**config.mk**
```make
export PLATFORM = sky130hd
export DESIGN_NAME = change_dispenser_flat
export DESIGN_NICKNAME = d
export VERILOG_FILES = /design/src/rtl/vending_pkg.sv /design/src/rtl/change_dispenser_if.sv /design/src/rtl/change_denom_select.sv /design/src/rtl/change_dispenser.sv /design/src/flat_wrapper.sv
export SDC_FILE = /design/constraint.sdc
export NUM_CORES = 1
export LEC_CHECK = 0
export CORE_MARGIN = 2
export CORE_UTILIZATION = 53
export DETAILED_ROUTE_END_ITERATION = 7
export PLACE_DENSITY = 0.86
export SLEW_MARGIN = 15
export SYNTH_ARGS = -nofsm -noshare
export SYNTH_HDL_FRONTEND = slang
export SYNTH_SLANG_ARGS = --single-unit
```
**constraint.sdc**
```tcl
create_clock -name clock -period 5.9 [get_ports clock]
set_input_delay 1.77 -clock clock [delete_from_list [all_inputs] [get_ports clock]]
set_output_delay 1.77 -clock clock [all_outputs]
set_load 0.05 [all_outputs]
```
**src/rtl/vending_pkg.sv**
```systemverilog
// Shared coin codes, denomination values, FSM encoding and error codes for the
// vending datapath (inbound money_counter and outbound change_dispenser).
package vending_pkg;

  localparam logic [1:0] COIN_500  = 2'b00;
  localparam logic [1:0] COIN_1000 = 2'b01;
  localparam logic [1:0] COIN_2000 = 2'b10;
  localparam logic [1:0] COIN_5000 = 2'b11;

  localparam logic [15:0] VAL_500  = 16'd5;
  localparam logic [15:0] VAL_1000 = 16'd10;
  localparam logic [15:0] VAL_2000 = 16'd20;
  localparam logic [15:0] VAL_5000 = 16'd50;

  localparam logic [1:0] ERR_OK        = 2'b00;
  localparam logic [1:0] ERR_UNALIGNED = 2'b01;
  localparam logic [1:0] ERR_INSUFF    = 2'b10;
  localparam logic [1:0] ERR_TIMEOUT   = 2'b11;

  typedef enum logic [2:0] {
    ST_IDLE, ST_SELECT, ST_EMIT, ST_DONE, ST_ERROR
  } state_t;

  // per-denomination 4-bit counters, indexed by coin code
  typedef logic [3:0][3:0] stock_t;

  function automatic logic [15:0] coin_value(input logic [1:0] code);
    case (code)
      COIN_500:  coin_value = VAL_500;
      COIN_1000: coin_value = VAL_1000;
      COIN_2000: coin_value = VAL_2000;
      default:   coin_value = VAL_5000;
    endcase
  endfunction

endpackage

```
**src/rtl/change_dispenser_if.sv**
```systemverilog
// Coin hopper handshake: dispenser offers coin_out/coin_valid, hopper answers coin_ready.
interface change_dispenser_if;
  logic [1:0] coin_out;
  logic       coin_valid;
  logic       coin_ready;

  modport master (output coin_out, output coin_valid, input coin_ready);
  modport slave  (input coin_out, input coin_valid, output coin_ready);
endinterface

```
**src/rtl/change_denom_select.sv**
```systemverilog
// Greedy pick: largest denomination that fits in remaining and is still in stock.
module change_denom_select
  import vending_pkg::*;
(
  input  logic [15:0] remaining,
  input  stock_t      stock,
  output logic        found,
  output logic [1:0]  code,
  output logic [15:0] value
);

  always_comb begin
    found = 1'b0;
    code  = COIN_500;
    value = 16'd0;
    for (int i = 3; i >= 0; i--) begin
      if (!found && stock[i] != 4'd0 && coin_value(2'(i)) <= remaining) begin
        found = 1'b1;
        code  = 2'(i);
        value = coin_value(2'(i));
      end
    end
  end

endmodule

```
**src/rtl/change_dispenser.sv**
```systemverilog
// Pays change out one coin at a time over the hopper handshake.
// Optional hopper-stall timeout is built in when CHANGE_TIMEOUT_EN is defined.
module change_dispenser
  import vending_pkg::*;
#(
  parameter int TIMEOUT_CYCLES = 255
) (
  input  logic                 clock,
  input  logic                 reset_n,
  input  logic                 start,
  input  logic [15:0]          change_amount,
  input  logic [3:0]           stock_500,
  input  logic [3:0]           stock_1000,
  input  logic [3:0]           stock_2000,
  input  logic [3:0]           stock_5000,
  change_dispenser_if.master   hop,
  output logic                 busy,
  output logic                 done,
  output logic [1:0]           error_code,
  output logic [15:0]          remaining,
  output logic [3:0]           paid_500,
  output logic [3:0]           paid_1000,
  output logic [3:0]           paid_2000,
  output logic [3:0]           paid_5000
);

  state_t      state, state_nx;
  logic [1:0]  err_nx;
  stock_t      stock_q, paid_q;
  logic        found;
  logic [1:0]  sel_code;
  logic [15:0] sel_value;
  logic        xfer, tmo_hit;

  // remaining and stock do not move while in EMIT, so the pick stays stable
  change_denom_select u_sel (
    .remaining (remaining),
    .stock     (stock_q),
    .found     (found),
    .code      (sel_code),
    .value     (sel_value)
  );

  assign hop.coin_valid = (state == ST_EMIT);
  assign hop.coin_out   = (state == ST_EMIT) ? sel_code : 2'b00;
  assign xfer           = hop.coin_valid && hop.coin_ready;
  assign busy           = (state != ST_IDLE);
  assign done           = (state == ST_DONE) || (state == ST_ERROR);
  assign paid_500       = paid_q[COIN_500];
  assign paid_1000      = paid_q[COIN_1000];
  assign paid_2000      = paid_q[COIN_2000];
  assign paid_5000      = paid_q[COIN_5000];

`ifdef CHANGE_TIMEOUT_EN
  localparam int TW = $clog2(TIMEOUT_CYCLES + 1);
  logic [TW-1:0] tmo_cnt;

  always_ff @(posedge clock or negedge reset_n) begin
    if (!reset_n)                              tmo_cnt <= '0;
    else if (state != ST_EMIT || hop.coin_ready) tmo_cnt <= '0;
    else                                       tmo_cnt <= tmo_cnt + 1'b1;
  end

  // fires on the TIMEOUT_CYCLES-th consecutive stalled cycle
  assign tmo_hit = hop.coin_valid && !hop.coin_ready && (tmo_cnt == TW'(TIMEOUT_CYCLES - 1));
`else
  logic unused_tmo;
  assign unused_tmo = ^TIMEOUT_CYCLES;
  assign tmo_hit    = 1'b0;
`endif

  always_comb begin
    state_nx = state;
    err_nx   = error_code;
    case (state)
      ST_IDLE: if (start) begin
        state_nx = ST_SELECT;
        err_nx   = ERR_OK;
      end
      ST_SELECT: begin
        if (remaining == 16'd0) state_nx = ST_DONE;
        else if (remaining < VAL_500) begin
          state_nx = ST_ERROR;
          err_nx   = ERR_UNALIGNED;
        end else if (found) state_nx = ST_EMIT;
        else begin
          state_nx = ST_ERROR;
          err_nx   = ERR_INSUFF;
        end
      end
      ST_EMIT: begin
        if (tmo_hit) begin
          state_nx = ST_ERROR;
          err_nx   = ERR_TIMEOUT;
        end else if (xfer) state_nx = ST_SELECT;
      end
      ST_DONE, ST_ERROR: state_nx = ST_IDLE;
      default:           state_nx = ST_IDLE;
    endcase
  end

  always_ff @(posedge clock or negedge reset_n) begin
    if (!reset_n) begin
      state      <= ST_IDLE;
      error_code <= ERR_OK;
      remaining  <= '0;
      stock_q    <= '0;
      paid_q     <= '0;
    end else begin
      state      <= state_nx;
      error_code <= err_nx;
      if (state == ST_IDLE && start) begin
        remaining <= change_amount;
        stock_q   <= {stock_5000, stock_2000, stock_1000, stock_500};
        paid_q    <= '0;
      end else if (xfer) begin
        remaining          <= remaining - sel_value;
        stock_q[sel_code]  <= stock_q[sel_code] - 4'd1;
        paid_q[sel_code]   <= paid_q[sel_code] + 4'd1;
      end
    end
  end

endmodule

```
**src/flat_wrapper.sv**
```systemverilog
// flat-port wrapper written by rule: the top's interface ports become plain ports
module change_dispenser_flat import vending_pkg::*;
#(
  parameter int TIMEOUT_CYCLES = 255
)
  (clock, reset_n, start, change_amount, stock_500, stock_1000, stock_2000, stock_5000, busy, done, error_code, remaining, paid_500, paid_1000, paid_2000, paid_5000, hop_coin_out, hop_coin_valid, hop_coin_ready);
  change_dispenser_if hop_i ();
  input  logic clock;
  input  logic reset_n;
  input  logic start;
  input  logic [15:0] change_amount;
  input  logic [3:0] stock_500;
  input  logic [3:0] stock_1000;
  input  logic [3:0] stock_2000;
  input  logic [3:0] stock_5000;
  output logic busy;
  output logic done;
  output logic [1:0] error_code;
  output logic [15:0] remaining;
  output logic [3:0] paid_500;
  output logic [3:0] paid_1000;
  output logic [3:0] paid_2000;
  output logic [3:0] paid_5000;
  output wire logic [$bits(hop_i.coin_out)-1:0] hop_coin_out;
  output wire logic [$bits(hop_i.coin_valid)-1:0] hop_coin_valid;
  input wire logic [$bits(hop_i.coin_ready)-1:0] hop_coin_ready;
  assign hop_coin_out = hop_i.coin_out;
  assign hop_coin_valid = hop_i.coin_valid;
  assign hop_i.coin_ready = hop_coin_ready;
  change_dispenser #(.TIMEOUT_CYCLES(TIMEOUT_CYCLES)) u_core (.clock(clock), .reset_n(reset_n), .start(start), .change_amount(change_amount), .stock_500(stock_500), .stock_1000(stock_1000), .stock_2000(stock_2000), .stock_5000(stock_5000), .hop(hop_i), .busy(busy), .done(done), .error_code(error_code), .remaining(remaining), .paid_500(paid_500), .paid_1000(paid_1000), .paid_2000(paid_2000), .paid_5000(paid_5000));
endmodule
```
==> qor.txt <==
Core ar. = 0.00592 mm²
P_leak = 1.68 nW
cts hold-fix bufs = 0
total of max-cap violations = 0
remaining routing DRC violations = 0
Yosys Warn Count = 0
crit share post-route = 0.933
Rows = 28
Synth Cell Area = 0.00324 mm²
Mapped Nets = 417
post-synthesis sequential area ratio = 0.409
R2R Setup Slk = 1210 ps
# fillers = 473
ys flop type = dfrtp_1
drt total wl = 8970 µm
CP endpoint kind = primary output
Gate Count Post-Synth = 372
min-delay worst type = reg2reg
Hold WS = 529 ps
cell area after layout = 0.00411 mm²
Critical Path RT = 4130 ps
DP Wirelength = 6450 µm
Port-buffer cells = 74
Max-slew headroom = 0.224
area growth from synthesis to final layout = 26.6%
power share of the clock group = 0.094
GPL Wtd Cong = 0.932
clock skew = 9.60 ps
H-tree levels = 2
total track usage = 0.277
worst setup margin = 396 ps
Root Buffer = clkbuf_8
PwrDens = 553 mW/mm²
CTS Buffer Depth = 2
Yosys top cell by area = dfrtp_1
synthesized flop and latch total = 53
post-CTS setup buffer count = 0
Worst-path clk slew = 110 ps
CP Max Fanout = 13
number of buffers created by CTS = 5
worst r2r path cells = 16
post-synthesis cell type count = 58
hold path start = u_core.error_code[0]
P_int = 0.00106 W
CTS resizes = 0
Final Setup Violations = 0
Worst-Skew Late Latency = 310 ps
antenna cells = 0
Placed Area = 0.00402 mm²
Vias/cell = 6.24
area occupied by multi-input gates = 0.00176 mm²
EDFF count, synth = 0
Comb pwr share = 0.615
Post-synth top cells = dfrtp_1, o21ai_0, nand2_1
status = complete, no violations
# nets final = 481
critical path arrival = 3730 ps
Synth Area per Inst = 8.72 µm²
Synth top area share = 0.409
aggregate global routing overflow = 0
FF+latch area = 0.00133 mm²
fin crit period = 5500 ps
switching fraction of total power = 0.533
Post-DRT Antenna Nets = 0
Setup WS pre-CTS = 765 ps
WS Path Type = reg2out
unrepaired setup endpoints after global routing = false
Max Slew Vio Count = 0
setup TNS = 0 ps
Via Count = 3197
top-count cell post-synth = dfrtp_1
Fin. Hold Viols = 0
I/O pins = 75
Die Y = 82.2 µm
initial antenna violation count = 0
first-pass GRT wire length = 14500 µm
critical path launch point type = flop
ys async rst share = 1.00
synth top area cells = dfrtp_1, o21ai_0, nand3_1
Initial DRT Pass Iterations = 6
worst setup path start = u_core.remaining[6]
final cell count without fillers = 512
Switch Pwr = 0.00121 W
share of cells above drive strength 1 = 0.0641
die area = 0.00676 mm²
Worst Max-Slew Pin Slew = 1150 ps
Sequential Power Share = 0.292
Initial Util = 0.548
Placed Cells = 504
vias in the first global route = 3076
CTS tree = yes
Max Clk Rate = 182 MHz
WL per Instance = 17.5 µm
critical path capture point = hop_coin_out[0]
R2R Path End = u_core.remaining[11]
DR iter-0 viols = 244
FF-to-FF Start = u_core.remaining[6]
# clock sinks = 53
die width = 82.2 µm
Worst VDD drop = 0.000337 V
largest net degree at the start of global routing = 54
-- per-stage QoR --
| stage | util | total power (W) |
|---|---|---|
| global route | 0.693 | 0.00242 |
| global placement | 0.678 | 0.00201 |
| floorplan | - | 0.00162 |
| CTS | 0.693 | 0.00226 |
| finish | 0.693 | 0.00227 |
| detailed placement | 0.678 | 0.00204 |
-- power by group through the flow --
stage	clock network, W	logic (W)	registers (W)
2_1_floorplan	0	0.000757	0.000867
3_3_place_gp	0	0.00135	0.000655
3_5_place_dp	0	0.00138	0.000663
4_1_cts	0.000215	0.00139	0.000656
5_1_grt	0.000229	0.00151	0.000682
6_report	0.000213	0.00140	0.000663
-- flip-flops by register name (all words and copies together), names as in the netlist --
register,cells
u_core.paid_2000,4
u_core.remaining,16
u_core.error_code,2
u_core.state,3
u_core.stock_q,16
u_core.paid_5000,4
u_core.paid_500,4
u_core.paid_1000,4
-- worst min path at each step --
stage,to,slack (ps),depth (start not counted)
final,u_core.error_code[0],530,2
after detailed placement,u_core.error_code[0],520,2
after global routing,u_core.error_code[1],570,2
after global placement,u_core.error_code[0],520,2
after CTS,u_core.error_code[0],530,2
after floorplan,u_core.stock_q[7],480,2
-- cell type report --
cell class              instances  area share
clock inverters                 3     0.00518
inverters                      18      0.0165
well taps                      75      0.0229
clock buffers                   5      0.0168
multi-input cells             280       0.429
repair buffers                 78       0.187
flip-flops and latches         53       0.323
-- critical path, stage by stage (launching register included) --
cell and delay (ps):
dfrtp_1 480, nor4_4 410, and4_1 450, a21o_1 420
nand2_1 150, inv_1 250, nand2_1 120, nand2_1 150
inv_1 70, nor2_1 110, clkdlybuf4s50_1 810
-- routing by layer --
| layer | vias up | GRT usage | wire length (µm) |
|---|---|---|---|
| met3 | 21 | 0.0435 | 600 |
| met2 | 140 | 0.452 | 4240 |
| li1 | 1499 | - | - |
| met5 | - | 0 | 0 |
| met4 | 0 | 0.0833 | 167 |
| met1 | 1537 | 0.379 | 3960 |
-- layout by cell type (no fill, tap or decap), drive strengths merged, types with 10 or more instances in the layout --
master	synthesis	final
a21oi	12	12
inv	18	19
o21ai	44	44
clkdlybuf4s50	0	73
nand3	26	26
nand2	34	34
nor2	32	32
dfrtp	53	53
nor3	10	10
-- logic make-up (layout without fill, tap and decap cells) --
logic type               after synthesis  in the layout  share of synthesized area
AO/OA/AOI/OAI                        111            111                      0.232
adder cells (fa/ha/maj)                9              9                     0.0370
XOR/XNOR                               6              6                     0.0162
multiplexers                           7              7                     0.0220
buffers and inverters                 39            104                     0.0498
flip-flops                            53             53                      0.409
AND/OR/NAND/NOR                      147            147                      0.234
Note: power is estimated with default switching activity, not from simulation.
